### src/rtl/spi_target_engine.sv
// spi_target_engine: SPI target with oversampled pads, all four modes, 1-entry TX holding buffer and RX output register
module spi_target_engine #(
    parameter int   DATA_WIDTH = 8,
    parameter logic TX_FILL    = 1'b0
) (
    input  logic                  clk_i,
    input  logic                  reset_i,
    input  logic                  enable_i,
    input  logic [1:0]            mode_i,
    input  logic [DATA_WIDTH-1:0] tx_data_i,
    input  logic                  tx_valid_i,
    output logic                  tx_ready_o,
    output logic [DATA_WIDTH-1:0] rx_data_o,
    output logic                  rx_valid_o,
    input  logic                  rx_ready_i,
    input  logic                  spi_clk_i,
    input  logic                  spi_cs_n_i,
    input  logic                  spi_mosi_i,
    output logic                  spi_miso_o,
    output logic                  spi_miso_oe_o,
    output logic                  busy_o,
    output logic                  overrun_o,
    output logic                  underrun_o
);
    localparam int CW = $clog2(DATA_WIDTH);
    typedef enum logic {IDLE, ACTIVE} state_t;
    state_t                state;
    logic [1:0]            sclk_s, cs_s, mosi_s, mode_q;
    logic                  sclk_d, cs_d, tx_full, word_done;
    logic [CW-1:0]         bit_cnt;
    logic [DATA_WIDTH-1:0] tx_shift, tx_hold;
    logic [DATA_WIDTH-2:0] rx_shift;
    logic                  sclk_edge, leading, trailing, sample_e, drive_e, cs_fall, cs_rise;
    logic                  last_bit, word_load, word_complete, rx_accept;
    always_ff @(posedge clk_i) begin
        if (reset_i) begin
            sclk_s <= {2{mode_i[1]}};
            sclk_d <= mode_i[1];
            cs_s   <= 2'b11;
            cs_d   <= 1'b1;
            mosi_s <= 2'b00;
        end else begin
            sclk_s <= {sclk_s[0], spi_clk_i};
            sclk_d <= sclk_s[1];
            cs_s   <= {cs_s[0], spi_cs_n_i};
            cs_d   <= cs_s[1];
            mosi_s <= {mosi_s[0], spi_mosi_i};
        end
    end
    assign sclk_edge     = sclk_s[1] ^ sclk_d;
    assign leading       = sclk_edge & (sclk_d == mode_q[1]);
    assign trailing      = sclk_edge & (sclk_s[1] == mode_q[1]);
    assign sample_e      = mode_q[0] ? trailing : leading;
    assign drive_e       = mode_q[0] ? leading : trailing;
    assign cs_fall       = cs_d & ~cs_s[1];
    assign cs_rise       = ~cs_d & cs_s[1];
    assign last_bit      = bit_cnt == CW'(DATA_WIDTH - 1);
    assign word_load     = enable_i & (state == IDLE ? cs_fall : ~cs_rise & drive_e & word_done);
    assign word_complete = busy_o & ~cs_rise & sample_e & last_bit;
    assign rx_accept     = ~rx_valid_o | rx_ready_i;
    assign tx_ready_o    = ~tx_full;
    assign busy_o        = state == ACTIVE;
    assign spi_miso_oe_o = busy_o;
    assign spi_miso_o    = tx_shift[DATA_WIDTH-1];
    always_ff @(posedge clk_i) begin
        if (reset_i) begin
            tx_full <= 1'b0;
            tx_hold <= '0;
        end else if (word_load & tx_full) begin
            tx_full <= 1'b0;
        end else if (tx_valid_i & ~tx_full) begin
            tx_full <= 1'b1;
            tx_hold <= tx_data_i;
        end
    end
    always_ff @(posedge clk_i) begin
        if (reset_i | ~enable_i) begin
            state      <= IDLE;
            mode_q     <= 2'b00;
            bit_cnt    <= '0;
            word_done  <= 1'b0;
            tx_shift   <= '0;
            rx_shift   <= '0;
            rx_data_o  <= '0;
            rx_valid_o <= 1'b0;
            overrun_o  <= 1'b0;
            underrun_o <= 1'b0;
        end else begin
            rx_valid_o <= word_complete | (rx_valid_o & ~rx_ready_i);
            overrun_o  <= word_complete & ~rx_accept;
            underrun_o <= word_load & ~tx_full;
            if (word_complete & rx_accept) rx_data_o <= {rx_shift, mosi_s[1]};
            if (state == IDLE) begin
                if (cs_fall) begin
                    state   <= ACTIVE;
                    mode_q  <= mode_i;
                    bit_cnt <= '0;
                end
            end else if (cs_rise) begin
                state     <= IDLE;
                bit_cnt   <= '0;
                word_done <= 1'b0;
                tx_shift  <= '0;
            end else begin
                if (sample_e) begin
                    rx_shift <= {rx_shift[DATA_WIDTH-3:0], mosi_s[1]};
                    bit_cnt  <= last_bit ? '0 : bit_cnt + 1'b1;
                    if (last_bit) word_done <= 1'b1;
                end
                if (drive_e & ~word_done & (bit_cnt != '0)) tx_shift <= tx_shift << 1;
            end
            if (word_load) begin
                tx_shift  <= tx_full ? tx_hold : {DATA_WIDTH{TX_FILL}};
                word_done <= 1'b0;
            end
        end
    end
endmodule

### config.mk
export PLATFORM = sky130hd
export DESIGN_NAME = spi_target_engine
export DESIGN_NICKNAME = d
export VERILOG_FILES = /design/src/rtl/spi_target_engine.sv
export SDC_FILE = /design/constraint.sdc
export NUM_CORES = 1
export LEC_CHECK = 0
export CAP_MARGIN = 5
export CELL_PAD_IN_SITES_DETAIL_PLACEMENT = 1
export CELL_PAD_IN_SITES_GLOBAL_PLACEMENT = 2
export CORE_MARGIN = 10
export CORE_UTILIZATION = 34
export CTS_CLUSTER_SIZE = 40
export DETAILED_ROUTE_END_ITERATION = 8
export GPL_ROUTABILITY_DRIVEN = 0
export PLACE_DENSITY = 0.92
export SYNTH_ARGS = -nofsm -noshare
export SYNTH_HDL_FRONTEND = slang
export SYNTH_SLANG_ARGS = --single-unit
### constraint.sdc
create_clock -name clk_i -period 3.4 [get_ports clk_i]
set_input_delay 0.34 -clock clk_i [delete_from_list [all_inputs] [get_ports clk_i]]
set_output_delay 0.34 -clock clk_i [all_outputs]
set_load 0.1 [all_outputs]
==> summary.md <==
| Metric | Value |
|---|---|
| WL final | `between 4000 and 5000 um` |
| Post-synthesis net count | `245` |
| CP top delay family | `buffers and inverters` |
| Slew headroom | `30.41%` |
| RSZ-0062 raised after global routing | `no` |
| # clock sinks | `50` |
| Fillcell total | `680` |
| Yosys top cell by area | `dfxtp_1` |
| Initial core utilization | `34.87%` |
| CTS tree | `done` |
| CP arrival | `2.11 ns` |
| Worst path bufs/invs | `1` |
| Pwr Total | `approximately 1.1 mW` |
| Final HPWL DP | `3601 um` |
| Pin count of the biggest net entering global routing | `27` |
| Max frequency | `around 410 MHz` |
| Startpoint Class | `register` |
| Top cell type's share of synthesized area | `48.48%` |
| Vias in the first global route | `1661` |
| Worst hold path type | `reg -> reg` |
| Switching pwr | `263.1 uW` |
| Vias | `around 1600` |
| Final period utilization | `between 70% and 80%` |
| Antenna diode count | `0` |
| Postcts setup bufs | `0` |
| Clk_skew | `0.006179 ns` |
| Int Power | `~860 uW` |
| Netlist Area Pre-Place | `approximately 2100 sq um` |
| Comb power frac | `8.1%` |
| I/O Buffers | `32` |
| Post-CTS Resized | `0` |
| Via density | `4.912` |
| Worst path max stage delay | `1.22 ns` |
| Power share of the clock group | `a little under two fifths` |
| Max Cap Viol | `0` |
| Layout cells sized above 1 | `under 10%` |
| Period minus WS final | `roughly 2.4 ns` |
| Final setup vio count | `0` |
| Power per cell area | `442.3 nW/um^2` |
| Outcome | `finished, final reports clean` |
| Util after Layout | `42.96%` |
| Area growth, synth to finish | `23.21%` |
| Cts hold-fix bufs | `0` |
| Core Box Area | `a little under 6000 sq um` |
| CTS Buf Count | `5` |
| Static leakage | `0.9678 nW` |
| Worst Setup End Kind | `primary output` |
| Most frequent cells in the layout | `50 x dfxtp_1, 33 x nand2_1, 32 x clkdlybuf4s50_1, 24 x nor2_1, 16 x mux2i_1` |
| DRT iter0 DRCs | `53` |
| Peak supply drop | `around 0.00019 V` |
| Overflow left after global routing | `0` |
| Full die area | `9589 sq um` |
| Setup TNS | `0 ns` |
| Sequential area share after synthesis | `48.48%` |
| Die W | `a little under 100 um` |
| Max-slew violations | `0` |
| Fin. Hold Viols | `0` |
| Worst-path cell chain | `clkdlybuf4s50_1` |
| Most common cell after layout, fill and taps aside | `dfxtp_1` |
| Clk slew on worst S/H paths | `0.09 ns` |
| Antenna Violating Nets Remaining | `0` |
| Mean post-synth cell area | `9.216 sq um` |
| Yosys reg bits | `50` |
| Cell variety after synth | `37` |
| Initial antenna violation count | `0` |
| Drt drc | `0` |
| Syn Inst Count | `~220` |
| H-tree depth | `2` |
| Max clock buf depth | `2` |
| Row cnt | `28` |
| Area contributors post-synth | `dfxtp_1 48%, mux2i_1 7.8%, nand2_1 6.0%, nor2_1 4.4%, nor2b_1 3.0%` |
| Required time worst endpoint | `3.06 ns` |
| Overall routing resource usage | `10.22%` |
| Clock Latency Late Sink | `0.30 ns` |
| Die height | `97.93 um` |
| Max FO, Critical Path | `11` |
| Synth warn | `0` |
| First-pass DRT Iterations | `2` |
| Wirelength per Cell | `14.69 um` |
| Seq pwr share | `54.2%` |
| Crit path kind | `reg -> out` |
| Switch share | `23.39%` |
| Global-route wire length before repair | `8197 um` |
| Nets | `around 270` |
| Root Buffer | `clkbuf_8` |
| Slowest CP cell | `clkdlybuf4s50_1` |
| Worst Tran Pin Value | `1.044 ns` |
| I/O Pins | `33` |
==> metal layers <==
metal	share of wire (%)	up-vias	GRT usage, %
li1	-	823	-
met1	47	763	12.58
met2	47	19	16.29
met3	4.0	6	2.819
met4	1.8	0	4.362
met5	0	-	0
==> sequential cells by signal (all words and copies together), names as in the netlist <==
name / cells
rx_valid_o: 1
sclk_s: 2
busy_o: 1
word_done: 1
tx_shift: 8
sclk_d: 1
cs_d: 1
rx_shift: 7
underrun_o: 1
mosi_s: 2
rx_data_o: 8
tx_hold: 8
mode_q: 2
cs_s: 2
tx_full: 1
overrun_o: 1
bit_cnt: 3
==> synthesized netlist by cell type, drive strengths merged <==
cell and n:
and2 2, nor4b 1, ha 3, nand2 33, dfxtp 50, nor2b 10
xnor2 1, buf 5, a21oi 13, o41ai 1, nor4 2, nand2b 3
o31ai 5, or2 4, and3 2, o21ai 14, nand4 1, inv 7
a31oi 6, nand3b 2, mux2 2, a311oi 2, nor3 3, nor2 24
a32oi 3, a22o 1, mux2i 16, o211ai 1, clkbuf 7
==> worst register-to-register path: stages (launching register included) <==
cell      delay (ns)
dfxtp_1         0.58
inv_1           0.18
o41ai_4         0.60
or2_1           0.38
a311oi_2        0.14
==> final timing paths <==
path	from	endpoint	slack, ns	depth (start not counted)
worst max-delay path	busy_o	spi_miso_oe_o	0.95	1
worst min-delay path	cs_s[0]	cs_s[1]	0.43	1
worst max register to register	busy_o	tx_shift[5]	1.36	4
worst min register to register	cs_s[0]	cs_s[1]	0.43	1
==> layout make-up <==
type / instances / area, sq um / area share (%)
well taps: 75 / 93.84 / 3.689
repair buffers: 33 / 327.8 / 12.89
clock inverters: 3 / 47.55 / 1.869
inverters: 7 / 26.28 / 1.033
clock buffers: 5 / 68.82 / 2.705
flip-flops and latches: 50 / 1001 / 39.35
multi-input cells: 155 / 978.4 / 38.47
==> per-stage QoR <==
| stage | cell area [sq um] | setup slack [ns] | instances | hold slack (ns) |
|---|---|---|---|---|
| 4_1_cts | 2544 | 0.9418 | 328 | 0.4451 |
| 3_5_place_dp | 2427 | 1.182 | 320 | 0.4221 |
| 6_report | 2544 | 0.9540 | 328 | 0.4307 |
| 5_1_grt | 2544 | 0.8892 | 328 | 0.4615 |
| 2_1_floorplan | 2064 | 1.066 | 224 | 0.3895 |
| 3_3_place_gp | 2427 | 1.213 | 320 | 0.3928 |
==> cell families after synthesis <==
family	Yosys count	share of synthesized area, %
simple gates	87	20.55
flops	50	48.48
compound gates	46	15.21
buf+inv	19	4.122
mux	18	9.030
fa+ha+maj	3	1.818
xor+xnor	1	0.7881
==> power groups by stage <==
stage | registers, mW | clock network (mW) | logic (mW)
2_1_floorplan | 0.624 | 0 | 0.0550
3_3_place_gp | 0.622 | 0 | 0.0911
3_5_place_dp | 0.623 | 0 | 0.0928
4_1_cts | 0.609 | 0.440 | 0.0931
5_1_grt | 0.612 | 0.469 | 0.101
6_report | 0.609 | 0.424 | 0.0913
No activity file was read; power rests on OpenSTA's default activity.
